$ cat config.mk
export PLATFORM = sky130hd
export DESIGN_NAME = alu_seq
export DESIGN_NICKNAME = d
export VERILOG_FILES = /design/src/rtl/alu_seq_pkg.sv /design/src/rtl/alu_seq.sv
export SDC_FILE = /design/constraint.sdc
export NUM_CORES = 1
export LEC_CHECK = 0
export ABC_AREA = 1
export CAP_MARGIN = 20
export CORE_MARGIN = 10
export CORE_UTILIZATION = 35
export CTS_BUF_LIST = sky130_fd_sc_hd__clkbuf_4 sky130_fd_sc_hd__clkbuf_8
export CTS_CLUSTER_DIAMETER = 50
export DETAILED_ROUTE_END_ITERATION = 6
export GPL_ROUTABILITY_DRIVEN = 0
export PLACE_DENSITY = 0.66
export SYNTH_ARGS = -nofsm -noshare
export SYNTH_HDL_FRONTEND = slang
export SYNTH_SLANG_ARGS = --single-unit
$ cat constraint.sdc
create_clock -name clk -period 3.5 [get_ports clk]
set_clock_uncertainty 0.05 [all_clocks]
set_input_delay 0.7 -clock clk [delete_from_list [all_inputs] [get_ports clk]]
set_output_delay 0.7 -clock clk [all_outputs]
set_load 0.01 [all_outputs]
$ cat src/rtl/alu_seq_pkg.sv
`default_nettype none
// ============================================================================
//  Module      : alu_seq_pkg
//  Description : Shared types and constants for the alu_seq sequencer and
//                the combinational alu it drives.
//  Revision    : 1.0  initial release
// ============================================================================
package alu_seq_pkg;

  // Sequencer control states
  typedef enum logic [1:0] {
    IDLE = 2'd0,
    EXEC = 2'd1,
    RESP = 2'd2
  } alu_seq_state_e;

  // ALU select encodings, shared by alu_seq and alu
  localparam logic [1:0] ALU_ADD = 2'b00;
  localparam logic [1:0] ALU_SUB = 2'b01;
  localparam logic [1:0] ALU_AND = 2'b10;
  localparam logic [1:0] ALU_OR  = 2'b11;

endpackage : alu_seq_pkg
`default_nettype wire

$ cat src/rtl/alu_seq.sv
`default_nettype none
// ============================================================================
//  Module      : alu_seq
//  Description : Accumulator-based issue unit. Accepts a command, presents
//                registered operands to an external alu, captures the result
//                into the accumulator and returns it on a response channel.
//  Revision    : 1.0  initial release
// ============================================================================
module alu_seq
  import alu_seq_pkg::*;
#(
  parameter int DWIDTH = 8,
  parameter int CWIDTH = 16
) (
  input  logic              clk,
  input  logic              rst,
  input  logic              cmd_valid_i,
  output logic              cmd_ready_o,
  input  logic              cmd_load_i,
  input  logic [1:0]        cmd_sel_i,
  input  logic [DWIDTH-1:0] cmd_op_i,
  output logic [1:0]        alu_sel_o,
  output logic [DWIDTH-1:0] alu_op1_o,
  output logic [DWIDTH-1:0] alu_op2_o,
  input  logic [DWIDTH-1:0] alu_res_i,
  input  logic              alu_zero_i,
  input  logic              alu_neg_i,
  output logic              rsp_valid_o,
  input  logic              rsp_ready_i,
  output logic [DWIDTH-1:0] rsp_data_o,
  output logic              rsp_zero_o,
  output logic              rsp_neg_o,
  output logic [DWIDTH-1:0] acc_o,
  output logic [CWIDTH-1:0] op_count_o
);

  alu_seq_state_e    r_state;
  alu_seq_state_e    w_next;
  logic              r_load;
  logic [1:0]        r_sel;
  logic [DWIDTH-1:0] r_op1;
  logic [DWIDTH-1:0] r_op2;
  logic [DWIDTH-1:0] r_acc;
  logic [DWIDTH-1:0] r_rsp_data;
  logic              r_rsp_zero;
  logic              r_rsp_neg;
  logic [CWIDTH-1:0] r_count;
  logic              w_accept;
  logic              w_rsp_done;

  // State register
  always_ff @(posedge clk) begin
    if (rst) r_state <= IDLE;
    else     r_state <= w_next;
  end

  // Next-state and handshake outputs; EXEC always lasts exactly one cycle
  always_comb begin
    w_next      = r_state;
    cmd_ready_o = 1'b0;
    rsp_valid_o = 1'b0;
    w_accept    = 1'b0;
    w_rsp_done  = 1'b0;
    case (r_state)
      IDLE: begin
        cmd_ready_o = 1'b1;
        w_accept    = cmd_valid_i;
        if (cmd_valid_i) w_next = EXEC;
      end
      EXEC: w_next = RESP;
      RESP: begin
        rsp_valid_o = 1'b1;
        w_rsp_done  = rsp_ready_i;
        if (rsp_ready_i) w_next = IDLE;
      end
      default: w_next = IDLE;
    endcase
  end

  // Datapath: snapshot operands on accept, capture result in EXEC, count on handshake
  always_ff @(posedge clk) begin
    if (rst) begin
      r_load     <= 1'b0;
      r_sel      <= '0;
      r_op1      <= '0;
      r_op2      <= '0;
      r_acc      <= '0;
      r_rsp_data <= '0;
      r_rsp_zero <= 1'b0;
      r_rsp_neg  <= 1'b0;
      r_count    <= '0;
    end else begin
      if (w_accept) begin
        r_load <= cmd_load_i;
        r_sel  <= cmd_sel_i;
        r_op1  <= r_acc;
        r_op2  <= cmd_op_i;
      end
      if (r_state == EXEC) begin
        // Loads bypass the ALU entirely, so flags are derived from the operand
        if (r_load) begin
          r_acc      <= r_op2;
          r_rsp_data <= r_op2;
          r_rsp_zero <= (r_op2 == '0);
          r_rsp_neg  <= r_op2[DWIDTH-1];
        end else begin
          r_acc      <= alu_res_i;
          r_rsp_data <= alu_res_i;
          r_rsp_zero <= alu_zero_i;
          r_rsp_neg  <= alu_neg_i;
        end
      end
      if (w_rsp_done) r_count <= r_count + 1'b1;
    end
  end

  assign alu_sel_o  = r_sel;
  assign alu_op1_o  = r_op1;
  assign alu_op2_o  = r_op2;
  assign rsp_data_o = r_rsp_data;
  assign rsp_zero_o = r_rsp_zero;
  assign rsp_neg_o  = r_rsp_neg;
  assign acc_o      = r_acc;
  assign op_count_o = r_count;

endmodule : alu_seq
`default_nettype wire

==> impl_summary.log, run 1 <==
INFO  metric reg2regPathDepth = 7
INFO  metric maxSlewHeadroom = 63.25%
INFO  metric worst_ir_drop_vdd = 196.5 uV
INFO  metric total_die_area = 9456 sq um
INFO  metric cap_violations = 0
INFO  metric post_synth_num_cell_types = 25
INFO  metric cts-resized-gates = 0
INFO  metric areaGrowthSynthToFinish = 43.38%
INFO  metric timing.critical_path.slowest_stage_cell = sky130_fd_sc_hd__clkdlybuf4s50_1
INFO  metric core-area = 5851 sq um
INFO  metric endpoint_kind = output port
INFO  metric hp-class = reg -> reg
INFO  metric syn_area = 2088 sq um
INFO  metric overflow = 0
INFO  metric total_wirelength = 5.817 mm
INFO  metric dp_hpwl = 4.390 mm
INFO  metric post_route_cells_drive_above_1_share = 7.521%
INFO  metric gr-usage-all-layers = 12.21%
INFO  metric drt-initial-drc-count = 98
INFO  metric post_synth_edffs = 0
INFO  metric synth_xor_area_share = 0.4194%
INFO  metric critPathLaunchType = register
INFO  metric netlist.top_cell.by_area = sky130_fd_sc_hd__dfxtp_1
INFO  metric postSynth.asyncResetShare = 0%
INFO  metric finalCoreUtilization = 51.18%
INFO  metric synth_mux_area_share = 0%
INFO  metric avgViaCountPerCell = 4.592
INFO  metric die_width = 97.24 microns
INFO  metric numPortBuffers = 78
INFO  metric crit_path_cell_trace = nor2_2 > clkdlybuf4s50_1
INFO  metric routed_wire_length_per_instance = 13.40 microns
INFO  metric result_of_the_run = complete, no violations
INFO  metric synthCells = 289
INFO  metric synth.yosys.warnings = 0
INFO  metric fp.dieH = 97.24 microns
INFO  metric finalHoldViolCount = 0
INFO  metric design.final.nets = 384
INFO  metric grt_max_degree = 28
INFO  metric ys.flop_type = sky130_fd_sc_hd__dfxtp_1
INFO  metric worst_ep_required_time = 2.75 ns
INFO  metric timing.fmax = 456.9 MHz
INFO  metric critical_path_peak_fanout = 4
INFO  metric clk_path_buf_depth = 2
INFO  metric synth-compound-area-share = 14.62%
INFO  metric min_delay_path_depth = 2
INFO  metric worst-endpoint-arrival = 1.44 ns
INFO  metric timing.final.crit_period = 2.189 ns
INFO  metric synth.top_cell.area_share = 45.06%
INFO  metric reg2reg_slack = 1.99 ns
INFO  metric clkSlewWorstSetupHoldPaths = 0.09 ns
INFO  metric synth-simple-area-share = 28.88%
INFO  metric synth_area_leaders = sky130_fd_sc_hd__dfxtp_1 (45%), sky130_fd_sc_hd__nor2_1 (11%), sky130_fd_sc_hd__nand2_1 (7.7%)
INFO  metric grt_pass1_vias = 1,941
INFO  metric route.vias.total = 1,993
INFO  metric synth.yosys.seq_area_share = 45.06%
INFO  metric grt_first_pass_wirelength = 9.784 mm
INFO  metric io-pin-count = 79
INFO  metric setup_viol_count_final = 0
INFO  metric transition_time_at_the_pin_with_the_least_slew_margin = 0.5506 ns
INFO  metric placed_cells_incl_taps = 426
INFO  metric antenna_violating_nets_post_route = 0
INFO  metric synth_seq_cells = 47
INFO  metric floorplan.initialDensity = 35.69%
INFO  metric syn-mean-instance-area = 7.226 sq um
INFO  metric clock_tree.htree_level_count = 2
INFO  metric mappedNetlistNets = 315
INFO  metric slew_viol_final = 0
INFO  metric dominant_combinational_cell_family_by_area_after_synthesis = simple AND/OR/NAND/NOR gates
INFO  metric cts_hold_buffers = 0
INFO  metric post-route-drc-count = 0
INFO  metric antenna_cells = 0
INFO  metric p_leak = 1.161 nW
INFO  metric yosys.area_share.adder = 0.5992%
INFO  metric grt_antenna_before_repair = 0
INFO  metric cpPeakStageDelay = 0.59 ns
INFO  metric setup_tns = 0 ns
INFO  metric cellPowerDensity = 424.0 nW/um^2
INFO  metric grt_setup_unrepaired = no
INFO  metric post-cts-setup-buffers = 0
INFO  metric cts_made_buffers = 5
INFO  metric cts.sinks = 47
INFO  metric min_period_over_period = 62.53%
INFO  metric clock_insertion_delay_at_the_later_pin_of_the_skew_report = 0.31 ns
INFO  metric dr.pass1.iters = 4
INFO  metric clock_tree.root_cell = sky130_fd_sc_hd__clkbuf_8
INFO  metric floorplan.rows = 28
INFO  metric cts_tree = done
INFO  metric worstSetupPathType = reg -> out
INFO  metric final_cells = 434
## registers in the layout, indices dropped and copies added (netlist names)
register    flops
op_count_o     16
alu_op1_o       8
alu_op2_o       8
rsp_data_o      8
alu_sel_o       2
r_state         2
r_load          1
rsp_neg_o       1
rsp_zero_o      1
## layout make-up
class                   count  area, sq um
well taps                  75        93.84
clock buffers               6        76.32
fillers                   577         2856
repair buffers             80        795.8
multi-input cells         198        929.6
inverters                  26        97.59
flip-flops and latches     47        940.9
clock inverters             2        60.06
## critical path: cells and delay by family, from the launching register on
family	cells	cell delay, ns
buffers and inverters	1	0.59
flip-flops	1	0.36
AND/OR/NAND/NOR	1	0.18
## metrics by stage
step	hold WS, ns	total power [mW]	area, sq um	setup slack, ns
after floorplan	0.4379	0.6961	2088	2.107
after global placement	0.4137	0.8051	2858	1.176
after detailed placement	0.4207	0.8061	2858	1.144
after CTS	0.4305	1.282	2994	1.299
after global routing	0.4629	1.325	2994	1.250
final	0.4269	1.269	2994	1.311
## Yosys cell counts (2+ instances only)
cell type,n
sky130_fd_sc_hd__clkbuf_1,2
sky130_fd_sc_hd__o21ai_0,25
sky130_fd_sc_hd__nor3_1,3
sky130_fd_sc_hd__nand4_1,2
sky130_fd_sc_hd__inv_2,3
sky130_fd_sc_hd__nor2_4,2
sky130_fd_sc_hd__nand4_2,2
sky130_fd_sc_hd__dfxtp_1,47
sky130_fd_sc_hd__buf_2,3
sky130_fd_sc_hd__a21oi_1,28
sky130_fd_sc_hd__nor2_2,3
sky130_fd_sc_hd__nor2_1,63
sky130_fd_sc_hd__buf_4,11
sky130_fd_sc_hd__inv_1,22
sky130_fd_sc_hd__nand2_2,3
sky130_fd_sc_hd__nand2_1,43
sky130_fd_sc_hd__nand3_1,10
sky130_fd_sc_hd__o21ai_1,8
sky130_fd_sc_hd__nand3_2,3
## placed cells by master, fill, tap and decap left out, drive strengths merged
| master | instances |
|---|---|
| clkdlybuf4s50 | 78 |
| nor2 | 68 |
| dfxtp | 47 |
| nand2 | 46 |
| o21ai | 33 |
| a21oi | 28 |
| inv | 25 |
| nand3 | 13 |
| clkbuf | 6 |
| nand4 | 4 |
| nor3 | 3 |
| bufinv | 2 |
| buf | 2 |
| clkinv | 1 |
| nor3b | 1 |
| xor2 | 1 |
| ha | 1 |
## layer usage
| layer | track usage, % | wire length (microns) | up-vias |
|---|---|---|---|
| met5 | 0 | 0 | - |
| met1 | 14.33 | 2502 | 877 |
| met4 | 3.020 | 62 | 0 |
| met3 | 5.121 | 470 | 5 |
| li1 | - | - | 1058 |
| met2 | 20.06 | 2782 | 53 |
## report_power, final
part	internal [mW]	switching, mW	total [mW]
combinational	0.107	0.0925	0.200
sequential	0.565	0.0261	0.591
clock	0.293	0.186	0.479
## path summary, 6_finish.rpt
| path | from | to |
|---|---|---|
| worst max-delay path | r_state[1] | cmd_ready_o |
| worst min-delay path | alu_op2_o[0] | alu_op2_o[0] |
| worst max register to register | r_state[1] | op_count_o[15] |
| worst min register to register | alu_op2_o[0] | alu_op2_o[0] |
## cells by family after synthesis
kind of cell	count (synthesis)
DFF	47
and+or+nand+nor	135
xor gates and xnor gates	1
buffers and inverters	44
AOI/OAI and AO/OA	61
adders and majority gates	1
Note: power is estimated with default switching activity, not from simulation.
==> run 2, diff against run 1 <==
PLACE_DENSITY = 0.68   (was 0.66)
clock period = 1.91 ns   (was 3.5 ns; I/O delays follow)
==> impl_summary.log, run 2 (synthesized netlist as in run 1, its figures left out) <==
INFO  metric antenna_cells = 0
INFO  metric critPathLaunchType = register
INFO  metric p_leak = 1.168 nW
INFO  metric placed_cells_incl_taps = 431
INFO  metric cap_violations = 0
INFO  metric grt_antenna_before_repair = 0
INFO  metric grt_setup_unrepaired = no
INFO  metric total_die_area = 9456 sq um
INFO  metric clock_tree.root_cell = sky130_fd_sc_hd__clkbuf_8
INFO  metric worstSetupPathType = reg -> out
INFO  metric cpPeakStageDelay = 0.54 ns
INFO  metric finalCoreUtilization = 51.33%
INFO  metric placedInstanceArea = 2908 sq um
INFO  metric grt_pass1_vias = 1,962
INFO  metric min_period_over_period = 95.72%
INFO  metric finalHoldViolCount = 0
INFO  metric io-pin-count = 79
INFO  metric dp_hpwl = 4.617 mm
INFO  metric setup_viol_count_final = 0
INFO  metric p_switching = 0.5854 mW
INFO  metric crit_path_cell_trace = inv_2 > nand2_2 > inv_1 > clkdlybuf4s50_1
INFO  metric worst_setup_path_startpoint = r_state[0]
INFO  metric die_width = 97.24 microns
INFO  metric r2r-start = r_state[0]
INFO  metric hp-class = reg -> reg
INFO  metric clockPowerShare = 30.2%
INFO  metric endpoint_kind = output port
INFO  metric clkSlewWorstSetupHoldPaths = 0.10 ns
INFO  metric floorplan.rows = 28
INFO  metric post-route-drc-count = 0
INFO  metric min-delay-start = alu_op2_o[0]
INFO  metric final_cell_area = 3003 sq um
INFO  metric worst_ir_drop_vdd = 355.1 uV
INFO  metric worst-endpoint-arrival = 1.40 ns
INFO  metric antenna_violating_nets_post_route = 0
INFO  metric areaGrowthSynthToFinish = 43.80%
INFO  metric clk_path_buf_depth = 2
INFO  metric cellPowerDensity = 697.0 nW/um^2
INFO  metric most_used_cells_in_the_layout_excluding_fill_and_tap_cells = sky130_fd_sc_hd__clkdlybuf4s50_1 (78), sky130_fd_sc_hd__nor2_1 (63), sky130_fd_sc_hd__dfxtp_1 (46)
INFO  metric grt_first_pass_wirelength = 9.742 mm
INFO  metric core-area = 5851 sq um
INFO  metric drt-initial-drc-count = 79
INFO  metric floorplan.initialDensity = 35.69%
INFO  metric maxSlewHeadroom = 69.06%
INFO  metric dpl_worst_slack = 0.2193 ns
INFO  metric mostFrequentLayoutCell = sky130_fd_sc_hd__clkdlybuf4s50_1
INFO  metric cts_tree = done
INFO  metric avgViaCountPerCell = 4.695
INFO  metric cts.sinks = 47
INFO  metric power_report.internal_total = 1.508 mW
INFO  metric worst_setup_margin = 0.08169 ns
INFO  metric dr.pass1.iters = 4
INFO  metric cts_made_buffers = 5
INFO  metric total_wirelength = 5.930 mm
INFO  metric final_cells = 439
INFO  metric switching_share = 27.97%
INFO  metric transition_time_at_the_pin_with_the_least_slew_margin = 0.4624 ns
INFO  metric worst_ep_required_time = 1.48 ns
INFO  metric clock_tree.htree_level_count = 2
INFO  metric post_route_cells_drive_above_1_share = 9.066%
INFO  metric timing.critical_path.slowest_stage_cell = sky130_fd_sc_hd__clkdlybuf4s50_1
INFO  metric p_total = 2.093 mW
INFO  metric combPwrFrac = 18.1%
INFO  metric gr-usage-all-layers = 12.15%
INFO  metric post-cts-setup-buffers = 0
INFO  metric routed_wire_length_per_instance = 13.51 microns
INFO  metric setup_tns = 0 ns
INFO  metric numPortBuffers = 78
INFO  metric slew_viol_final = 0
INFO  metric overflow = 0
INFO  metric clock_insertion_delay_at_the_later_pin_of_the_skew_report = 0.30 ns
INFO  metric hold_slack = 0.4330 ns
INFO  metric design.final.nets = 389
INFO  metric fp.dieH = 97.24 microns
INFO  metric p_seq_share = 51.7%
INFO  metric timing.fmax = 547.0 MHz
INFO  metric critical_path_peak_fanout = 3
INFO  metric largest_reg_flops = 16
INFO  metric route.vias.total = 2,061
INFO  metric result_of_the_run = complete, no violations
INFO  metric timing.final.crit_period = 1.828 ns
INFO  metric grt_max_degree = 42
## run 2: cell types whose count changed in the layout (fill, tap and decap cells not counted), sizes merged
cell      previous run  this run
inv                 25        27
clkbuf               6         5
buf                  2         7
bufinv               2         0
clkinvlp             0         1
## run 2: final timing paths
check | slack (ns) | to | cells after the start
worst min-delay path | 0.43 | alu_op2_o[0] | 2
worst min register to register | 0.43 | alu_op2_o[0] | 2
worst max-delay path | 0.08 | rsp_valid_o | 4
worst max register to register | 0.43 | rsp_data_o[3] | 5
## run 2: worst max-delay path: cells and delay by family, from the launching register on
| family | cells | cell delay [ns] |
|---|---|---|
| buffers and inverters | 3 | 0.69 |
| AND/OR/NAND/NOR | 1 | 0.06 |
| flip-flops | 1 | 0.34 |
## run 2: cell type report
type	instances	area, sq um
tap	75	93.84
inverter	26	97.59
clock buffer	5	68.82
multi-input combinational	198	929.6
sequential	47	942.2
timing repair buffer	85	845.8
clock inverter	3	25.02
fill	596	2848
## run 2: per-layer routing
layer  global-route usage (%)  routed length (microns)  up-vias
li1                         -                        -     1070
met1                    13.95                     2568      942
met2                    19.91                     2835       44
met3                    5.263                      470        5
met4                    3.691                       57        0
met5                        0                        0        -
## run 2: repair_timing
item                       4_1_cts  5_1_grt
hold buffers                     0        0
setup endpoints to repair        0        2
resized for setup                0        1
## run 2: power groups by stage
stage	clock network, mW	logic (mW)	registers (mW)
after global routing	0.690	0.418	1.09
after floorplan	0	0.159	1.12
after global placement	0	0.380	1.10
after detailed placement	0	0.385	1.10
after CTS	0.652	0.387	1.08
final	0.632	0.380	1.08
